File: config.mk
export PLATFORM = sky130hd
export DESIGN_NAME = imem_arbiter
export DESIGN_NICKNAME = d
export VERILOG_FILES = /design/src/rtl/imem_pkg.sv /design/src/rtl/resp_slot.sv /design/src/rtl/imem_arbiter.sv
export SDC_FILE = /design/constraint.sdc
export NUM_CORES = 1
export LEC_CHECK = 0
export CELL_PAD_IN_SITES_DETAIL_PLACEMENT = 0
export CELL_PAD_IN_SITES_GLOBAL_PLACEMENT = 1
export CORE_ASPECT_RATIO = 1.75
export CORE_MARGIN = 2
export CORE_UTILIZATION = 30
export DETAILED_ROUTE_END_ITERATION = 10
export GPL_TIMING_DRIVEN = 0
export HOLD_SLACK_MARGIN = 0.15
export PLACE_DENSITY = 0.82
export SETUP_SLACK_MARGIN = 0.3
export SLEW_MARGIN = 30
export SYNTH_ARGS = -nofsm -noshare
export SYNTH_HDL_FRONTEND = slang
export SYNTH_SLANG_ARGS = --single-unit
File: constraint.sdc
create_clock -name clk -period 4.26 [get_ports clk]
set_input_delay 0.426 -clock clk [delete_from_list [all_inputs] [get_ports clk]]
set_output_delay 0.426 -clock clk [all_outputs]
set_load 0.02 [all_outputs]
File: src/rtl/imem_pkg.sv
// Shared types and helpers for the instruction-ROM arbiter.
// addr_ok decides whether a word access fits entirely inside the ROM window.
package imem_pkg;

  typedef enum logic {
    REQ_FETCH = 1'b0,
    REQ_DATA  = 1'b1
  } requester_e;

  localparam logic [31:0] DEFAULT_ROM_BASE = 32'hBFC00000;
  localparam logic [31:0] DEFAULT_ROM_TOP  = 32'hBFC00FFF;

  // The end address is computed one bit wider so addresses near 2^32 cannot wrap into range.
  function automatic logic addr_ok(input logic [31:0] addr,
                                   input logic [31:0] base,
                                   input logic [31:0] top);
    logic [32:0] last_byte;
    last_byte = {1'b0, addr} + 33'd3;
    return (addr >= base) && (last_byte <= {1'b0, top}) && (addr[1:0] == 2'b00);
  endfunction

endpackage

File: src/rtl/resp_slot.sv
// One-entry ready/valid response register.
// A load wins over a drain, so a slot drained and granted in the same cycle refills.
module resp_slot #(
  parameter int WIDTH = 32
) (
  input  logic             clk,
  input  logic             rst_n,
  input  logic             load,
  input  logic [WIDTH-1:0] load_data,
  input  logic             load_err,
  input  logic             drain,
  output logic             valid,
  output logic [WIDTH-1:0] data,
  output logic             err
);

  // NOTE: data and err are reset too because they are visible on the ports from reset on.
  always_ff @(posedge clk or negedge rst_n) begin
    if (!rst_n) begin
      valid <= 1'b0;
      data  <= '0;
      err   <= 1'b0;
    end else if (load) begin
      valid <= 1'b1;
      data  <= load_data;
      err   <= load_err;
    end else if (drain) begin
      valid <= 1'b0;
    end
  end

endmodule

File: src/rtl/imem_arbiter.sv
// Round-robin arbiter sharing one asynchronous-read instruction ROM between
// the fetch requester and the data-side constant-load requester.
module imem_arbiter
  import imem_pkg::*;
#(
  parameter int                         ADDRESS_WIDTH     = 32,
  parameter int                         INSTRUCTION_WIDTH = 32,
  parameter logic [ADDRESS_WIDTH-1:0]   ROM_BASE          = ADDRESS_WIDTH'(DEFAULT_ROM_BASE),
  parameter logic [ADDRESS_WIDTH-1:0]   ROM_TOP           = ADDRESS_WIDTH'(DEFAULT_ROM_TOP)
) (
  input  logic                         clk,
  input  logic                         rst_n,
  input  logic                         f_req,
  input  logic [ADDRESS_WIDTH-1:0]     f_addr,
  output logic                         f_gnt,
  output logic                         f_rvalid,
  output logic [INSTRUCTION_WIDTH-1:0] f_rdata,
  output logic                         f_err,
  input  logic                         f_rready,
  input  logic                         d_req,
  input  logic [ADDRESS_WIDTH-1:0]     d_addr,
  output logic                         d_gnt,
  output logic                         d_rvalid,
  output logic [INSTRUCTION_WIDTH-1:0] d_rdata,
  output logic                         d_err,
  input  logic                         d_rready,
  output logic [ADDRESS_WIDTH-1:0]     mem_a,
  input  logic [INSTRUCTION_WIDTH-1:0] mem_rd
);

  requester_e                   last_grant;
  logic                         f_elig;
  logic                         d_elig;
  logic                         access_ok;
  logic [INSTRUCTION_WIDTH-1:0] load_data;

  // A slot being drained this cycle counts as free, so it can be refilled without a bubble.
  assign f_elig = f_req && (!f_rvalid || f_rready);
  assign d_elig = d_req && (!d_rvalid || d_rready);

  // NOTE: every output gets a default first so no path through the block infers a latch.
  always_comb begin
    f_gnt = 1'b0;
    d_gnt = 1'b0;
    if (f_elig && d_elig) begin
      if (last_grant == REQ_FETCH) d_gnt = 1'b1;
      else                         f_gnt = 1'b1;
    end else if (f_elig) begin
      f_gnt = 1'b1;
    end else if (d_elig) begin
      d_gnt = 1'b1;
    end
  end

  always_comb begin
    mem_a = ROM_BASE;
    if (f_gnt)      mem_a = f_addr;
    else if (d_gnt) mem_a = d_addr;
  end

  assign access_ok = addr_ok(32'(mem_a), 32'(ROM_BASE), 32'(ROM_TOP));
  assign load_data = access_ok ? mem_rd : '0;

  // NOTE: sequential state uses non-blocking assignments so every register samples pre-edge values.
  always_ff @(posedge clk or negedge rst_n) begin
    if (!rst_n)     last_grant <= REQ_DATA;
    else if (f_gnt) last_grant <= REQ_FETCH;
    else if (d_gnt) last_grant <= REQ_DATA;
  end

  resp_slot #(.WIDTH(INSTRUCTION_WIDTH)) u_f_slot (
    .clk      (clk),
    .rst_n    (rst_n),
    .load     (f_gnt),
    .load_data(load_data),
    .load_err (!access_ok),
    .drain    (f_rready),
    .valid    (f_rvalid),
    .data     (f_rdata),
    .err      (f_err)
  );

  resp_slot #(.WIDTH(INSTRUCTION_WIDTH)) u_d_slot (
    .clk      (clk),
    .rst_n    (rst_n),
    .load     (d_gnt),
    .load_data(load_data),
    .load_err (!access_ok),
    .drain    (d_rready),
    .valid    (d_rvalid),
    .data     (d_rdata),
    .err      (d_err)
  );

endmodule

==> flow_summary.toml, run 1 <==
[floorplan]
fp.dieArea_mm2 = 0.0152
fp.dieW_um = 94.1
pin_count = 204
die-height_um = 162
initial_utilization_pct = 30.6
rows = 57
core_mm2 = 0.0139

[synthesis]
synth_area_per_cell_um2 = 10.8
synth_ff_type = "dfrtp_1"
post_synth_instance_area_mm2 = 0.00426
synth_edf_count = 0
ys_seq_area_share_pct = 40.6
ys.warnings.count = 0
async_flop_share_pct = 100
synth_seq_cells = 69
syn_inst = 396
synth_nets = 500
ys_types = 52

[detailed_routing]
drt-total-wl_um = 16500
remaining_drc_errors = 0
drt_iter0_markers = 135
routed_via_density = 5.19
dr.pass1.iters = 4
ant_nets = 0
drt-wirelength-per-cell_um = 20.5
vias = 4181

[power]
switchingPower_mw = 1.11
power_density_mw_per_mm2 = 435
power_frac_clock_pct = 25.7
p_int_mw = 1.96
pwr-share-seq_pct = 28.8
p_leak_nw = 3.11
pwr-share-comb_pct = 45.5
power.total_mw = 3.06
vdd_ir_drop_max_uv = 247
swShare_pct = 36.1

[critical_path]
max_stage_delay_ns = 0.50
arrival_ns = 4.05
reg2reg_slack_ns = 0.60
cp_num_buf_inv = 7
crit_type = "input pin to flip-flop"
worstPathMaxFanout = 10
start_kind = "input pin"
crit_chain = "clkdlybuf4s50_1 > nand2b_4 > a311o_1 > inv_2 > buf_6 > buf_8 > a22oi_2 > ha_4 > nor4_4 > buf_4 > nand3_2 > or4_1 > a22oi_2 > nand4_1 > and3_1 > buf_2 > buf_6 > a21oi_2"
cp_slowest_cell = "or4_1"
cp_top_family = "buffers and inverters"
cp-end-kind = "flip-flop"
worstPathRequired_ns = 4.51

[cells_and_area]
final_cell_mix = "202 x clkdlybuf4s50_1, 68 x dfrtp_1, 66 x mux2i_1"
nets = 727
diodes = 0
drive_gt1_share_pct = 22.3
syn2layout_area_growth_pct = 65.6
final_common_cell = "clkdlybuf4s50_1"
fillers = 1325
stdcell_count = 805

[sta]
fin_crit_sh_pct = 89.3
max-slew-margin-rel_pct = 41.2
rsz0062_at_grt = "no"
setup_viol = 0
fin_skew_ns = 0.00695
timing_hold_violations_final = 0
hold_ws_ns = 0.516
worstMarginPinSlew_ns = 0.882
fmax_mhz = 263
fin_ws_ns = 0.455
slew_violations = 0
period_needed_ns = 3.80

[cts]
htree_levels = 3
cts_sinks = 69
insertion_delay_ns = 0.32
clockBufferDepth = 2
path_clk_slew_ns = 0.06
cts_buffers = 9
cts_tree = "yes"
cts_root_buf = "clkbuf_16"

[global_route]
grt_pass1_vias = 4381
overflow = 0
grt_pass1_wl_um = 24500
track_usage_pct = 21.3
antenna_found_initial = 0
grt_start_max_net_pins = 43

[outcome]
outcome = "completed"

[placement]
post-dp-hpwl_um = 13100
pre_cts_slack_ns = -0.581
dp_cells = 777
gp_congestion = 0.915
portBuffers = 203

[hold_path]
hp-class = "flip-flop to flip-flop"

[flow_run]
max_cap_violations = 0
metrics by stage:
stage | area [um2] | TNS, ns | util (%)
2_1_floorplan | 4260 | 0 | -
3_3_place_gp | 6510 | -33.16 | 46.8
3_5_place_dp | 6530 | -36.50 | 46.9
4_1_cts | 6930 | 0 | 49.8
5_1_grt | 7050 | 0 | 50.7
6_report | 7050 | 0 | 50.7
repair_timing:
action	4_1_cts	5_1_grt
endpoints found under the setup margin	67	67
gates resized for setup	12	16
pin swaps	4	6
hold endpoints to repair	40	0
setup buffers	4	7
hold buffers	1	0
Yosys cell counts (all sizes together) (2+ instances only):
master  number  area [um2]
o31ai        2        20.0
mux2i       66         661
clkbuf       8        30.0
buf         22         188
nor2b        2        12.5
or4          2        15.0
and4         3        26.3
a21oi       71         581
nand3        8        45.0
o22a         8        70.1
a22oi       22         185
dfrtp       68        1700
nor4         5        82.6
nand2       14        52.6
and3         5        31.3
a22o         6        52.6
o22ai        4        25.0
nand2b       2        20.0
nand4       12        75.1
a31oi        2        12.5
nor3         8        40.0
nor2        10        37.5
ha           2        25.0
o211ai       2        15.0
inv         26        97.6
state kept, by name, summed over array words and instances, names as in the netlist:
signal and count:
last_grant 1, u_d_slot.data 32, u_d_slot.err 1, u_d_slot.valid 1
u_f_slot.data 32, u_f_slot.err 1, u_f_slot.valid 1
path summary, 6_finish.rpt:
kind	from	endpoint	depth (start not counted)
worst max-delay path	f_rready	u_f_slot.data[21]$_DFFE_PN0P_	18
worst min-delay path	u_d_slot.err$_DFFE_PN0N_	u_d_slot.err$_DFFE_PN0N_	1
worst max register to register	u_d_slot.valid$_DFFE_PN0P_	u_f_slot.data[21]$_DFFE_PN0P_	17
worst min register to register	u_d_slot.err$_DFFE_PN0N_	u_d_slot.err$_DFFE_PN0N_	1
max in group asynchronous	rst_n	u_f_slot.data[6]$_DFFE_PN0P_	3
min in group asynchronous	rst_n	u_d_slot.data[20]$_DFFE_PN0N_	2
cell families after synthesis:
kind of cell / share of synthesized area, %
buf+inv: 7.41
flops: 40.6
fa+ha+maj: 0.588
compound gates: 24.7
xor+xnor: 0.206
mux: 15.5
simple gates: 11.0
final cells by class:
cell class	count	area, um2	share of cell area, %
sequential	69	1730	24.5
timing repair buffer	216	2160	30.6
tap	177	221	3.14
buffer	30	243	3.44
inverter	26	97.6	1.38
clock inverter	6	87.6	1.24
multi-input combinational	271	2280	32.4
clock buffer	10	229	3.25
power groups by stage:
stage	clock [mW]	combinational, mW	sequential [mW]
global placement	0	1.36	0.892
global route	0.832	1.48	0.900
floorplan	0	0.567	1.05
finish	0.788	1.39	0.883
CTS	0.805	1.39	0.887
detailed placement	0	1.37	0.897
per-layer routing:
metal  global-route usage [%]  part of all wire, %
met1                     20.4                   34
met2                     41.2                   55
met3                     4.99                  7.6
met4                     9.75                  3.7
met5                        0                    0
Note: power is estimated with default switching activity, not from simulation.
==> inputs of run 2 (changes only) <==
--- a/config.mk
+++ b/config.mk
@@ -13,7 +13,8 @@
 export DETAILED_ROUTE_END_ITERATION = 10
 export GPL_TIMING_DRIVEN = 0
 export HOLD_SLACK_MARGIN = 0.15
-export PLACE_DENSITY = 0.82
+export MAX_ROUTING_LAYER = met4
+export PLACE_DENSITY = 0.8
 export SETUP_SLACK_MARGIN = 0.3
 export SLEW_MARGIN = 30
 export SYNTH_ARGS = -nofsm -noshare
==> run 2 against run 1 <==
  * Sequential power decreased by 0.5%
  * Fmax shrank 0.16%
  * Power decreased by 1.3%
  * Clock skew shrank 0.0031 ns
  * Routed wire length down 0.96%
  * Final cell count up 0.37%
  * Via count down 1.2%
  * Hold slack got worse by 0.012 ns
  * Count of clock-buffer cells in the layout rose by 2
  * Final area fell by 0.35%
  * Flip-flop and latch count unchanged
==> flow_summary.toml, run 2 (synthesized netlist as in run 1, its figures left out) <==
[outcome]
outcome = "completed"

[hold_path]
hold_end = "u_d_slot.err$_DFFE_PN0N_"
hp-class = "flip-flop to flip-flop"
hold_start = "u_d_slot.err$_DFFE_PN0N_"
min_path_cells = 1

[cts]
clockBufferDepth = 2
htree_levels = 3
path_clk_slew_ns = 0.05
insertion_delay_ns = 0.32
cts_tree = "yes"
cts_buffers = 9
cts_sinks = 69
cts_root_buf = "clkbuf_16"

[power]
power.total_mw = 3.02
power_density_mw_per_mm2 = 430
vdd_ir_drop_max_uv = 280
p_leak_nw = 3.11

[sta]
fmax_mhz = 262
period_needed_ns = 3.81
setup_viol = 0
timing_hold_violations_final = 0
rsz0062_at_grt = "no"
slew_violations = 0
worstMarginPinSlew_ns = 0.841
fin_crit_sh_pct = 89.5
fin_tns_setup_ns = 0
hold_ws_ns = 0.504
fin_skew_ns = 0.00386
max-slew-margin-rel_pct = 43.9

[critical_path]
start_kind = "input pin"
crit_type = "input pin to flip-flop"
reg2reg_slack_ns = 0.61
worstPathRequired_ns = 4.47
cp_common_cell = "buf_6"
reg2reg_to = "u_d_slot.data[20]$_DFFE_PN0N_"
r2r_start = "u_d_slot.valid$_DFFE_PN0P_"
arrival_ns = 4.02
setup.worst_path.start = "f_rready"
cp-end-kind = "flip-flop"
crit_chain = "clkdlybuf4s50_1 > nand2b_4 > a311o_1 > inv_2 > buf_6 > a22oi_1 > nor4_4 > buf_4 > and4_1 > nand4_1 > o21ai_0 > o211ai_1 > o31ai_2 > buf_4 > buf_6 > buf_6 > a21oi_2"
max_stage_delay_ns = 0.40
r2r_cells = 16
cp_slowest_cell = "clkdlybuf4s50_1"
worstPathMaxFanout = 10

[global_route]
antenna_found_initial = 0
grt_start_max_net_pins = 42
grt_pass1_vias = 4282
overflow = 0
track_usage_pct = 21.5
grt_pass1_wl_um = 24000

[floorplan]
rows = 57
fp.dieW_um = 94.1
pin_count = 204
fp.dieArea_mm2 = 0.0152
core_mm2 = 0.0139
die-height_um = 162
initial_utilization_pct = 30.6

[detailed_routing]
drt_iter0_markers = 182
drt-total-wl_um = 16300
vias = 4132
routed_via_density = 5.11
remaining_drc_errors = 0
ant_nets = 0
drt-wirelength-per-cell_um = 20.2
dr.pass1.iters = 4

[placement]
dp_cells = 777
post-dp-hpwl_um = 13100
gp_congestion = 1.03
portBuffers = 203

[cells_and_area]
diodes = 0
final_cell_mix = "202 x clkdlybuf4s50_1, 68 x dfrtp_1, 66 x mux2i_1"
stdcell_count = 808
drive_gt1_share_pct = 21.9
nets = 730
syn2layout_area_growth_pct = 65.0
reg_top3 = "u_d_slot.data (32), u_f_slot.data (32)"
final_common_cell = "clkdlybuf4s50_1"

[flow_run]
max_cap_violations = 0
-- run 2: cell count changes in the layout (fill, tap and decap cells not counted), moves of 2 or more --
cell and delta:
a22oi_1 +2, clkinv_4 -2, buf_4 +6, a22oi_2 -2
clkbuf_8 +2
-- run 2: worst max path at each step --
stage / depth (start not counted) / end
after floorplan: 16 / u_d_slot.data[0]$_DFFE_PN0N_
after global placement: 17 / u_d_slot.data[11]$_DFFE_PN0N_
after detailed placement: 17 / u_d_slot.data[14]$_DFFE_PN0N_
after CTS: 18 / u_d_slot.data[20]$_DFFE_PN0N_
after global routing: 17 / u_d_slot.data[13]$_DFFE_PN0N_
final: 17 / u_d_slot.data[20]$_DFFE_PN0N_
-- run 2: report_power, final --
part | switching [mW] | leakage (nW) | internal [mW] | total, mW
sequential | 0.0830 | 0.893 | 0.796 | 0.879
combinational | 0.743 | 2.06 | 0.649 | 1.39
clock | 0.270 | 0.149 | 0.483 | 0.753
total | 1.10 | 3.11 | 1.93 | 3.02
-- run 2: final cells by class --
type | count | area, um2
fillers | 1324 | 6880
plain buffers | 30 | 249
well taps | 177 | 221
clock buffers | 12 | 256
multi-input cells | 271 | 2260
inverters | 26 | 97.6
clock inverters | 4 | 47.5
repair buffers | 219 | 2160
flip-flops and latches | 69 | 1730
-- run 2: metal layers --
metal | wire length (um) | part of all wire [%] | vias up | global-route usage (%)
met1 | 5510 | 34 | 1963 | 19.6
met4 | 634 | 3.9 | 0 | 9.35
met2 | 8910 | 55 | 198 | 41.1
met3 | 1290 | 7.9 | 32 | 4.76
li1 | - | - | 1939 | -
met5 | 0 | 0 | - | -
-- run 2: critical path, delay by kind of cell --
kind / cells / cell delay (ns)
simple gates: 4 / 0.98
buf+inv: 7 / 1.33
compound gates: 6 / 1.25
-- run 2: what timing repair did --
| item | in CTS | in global routing |
|---|---|---|
| pin swaps | 3 | 5 |
| setup buffers | 5 | 9 |
| hold endpoints to repair | 27 | 0 |
| endpoints found under the setup margin | 67 | 67 |
| hold buffers | 1 | 0 |
| resized for setup | 15 | 8 |
-- run 2: metrics by stage --
stage	util (%)	setup WS, ns	instance area (um2)
after floorplan	-	0.570	4260
after detailed placement	46.9	-0.570	6530
final	50.5	0.449	7020
after global placement	46.8	-0.547	6510
after CTS	49.8	0.318	6930
after global routing	50.5	0.297	7020
==> inputs of run 3 (changes only) <==
--- a/config.mk
+++ b/config.mk
@@ -5,6 +5,7 @@
 export SDC_FILE = /design/constraint.sdc
 export NUM_CORES = 1
 export LEC_CHECK = 0
+export CAP_MARGIN = 5
 export CELL_PAD_IN_SITES_DETAIL_PLACEMENT = 0
 export CELL_PAD_IN_SITES_GLOBAL_PLACEMENT = 1
 export CORE_ASPECT_RATIO = 1.75
==> results of run 3 <==
Same layout as run 2: the final DEF is identical, and so are final timing and power.
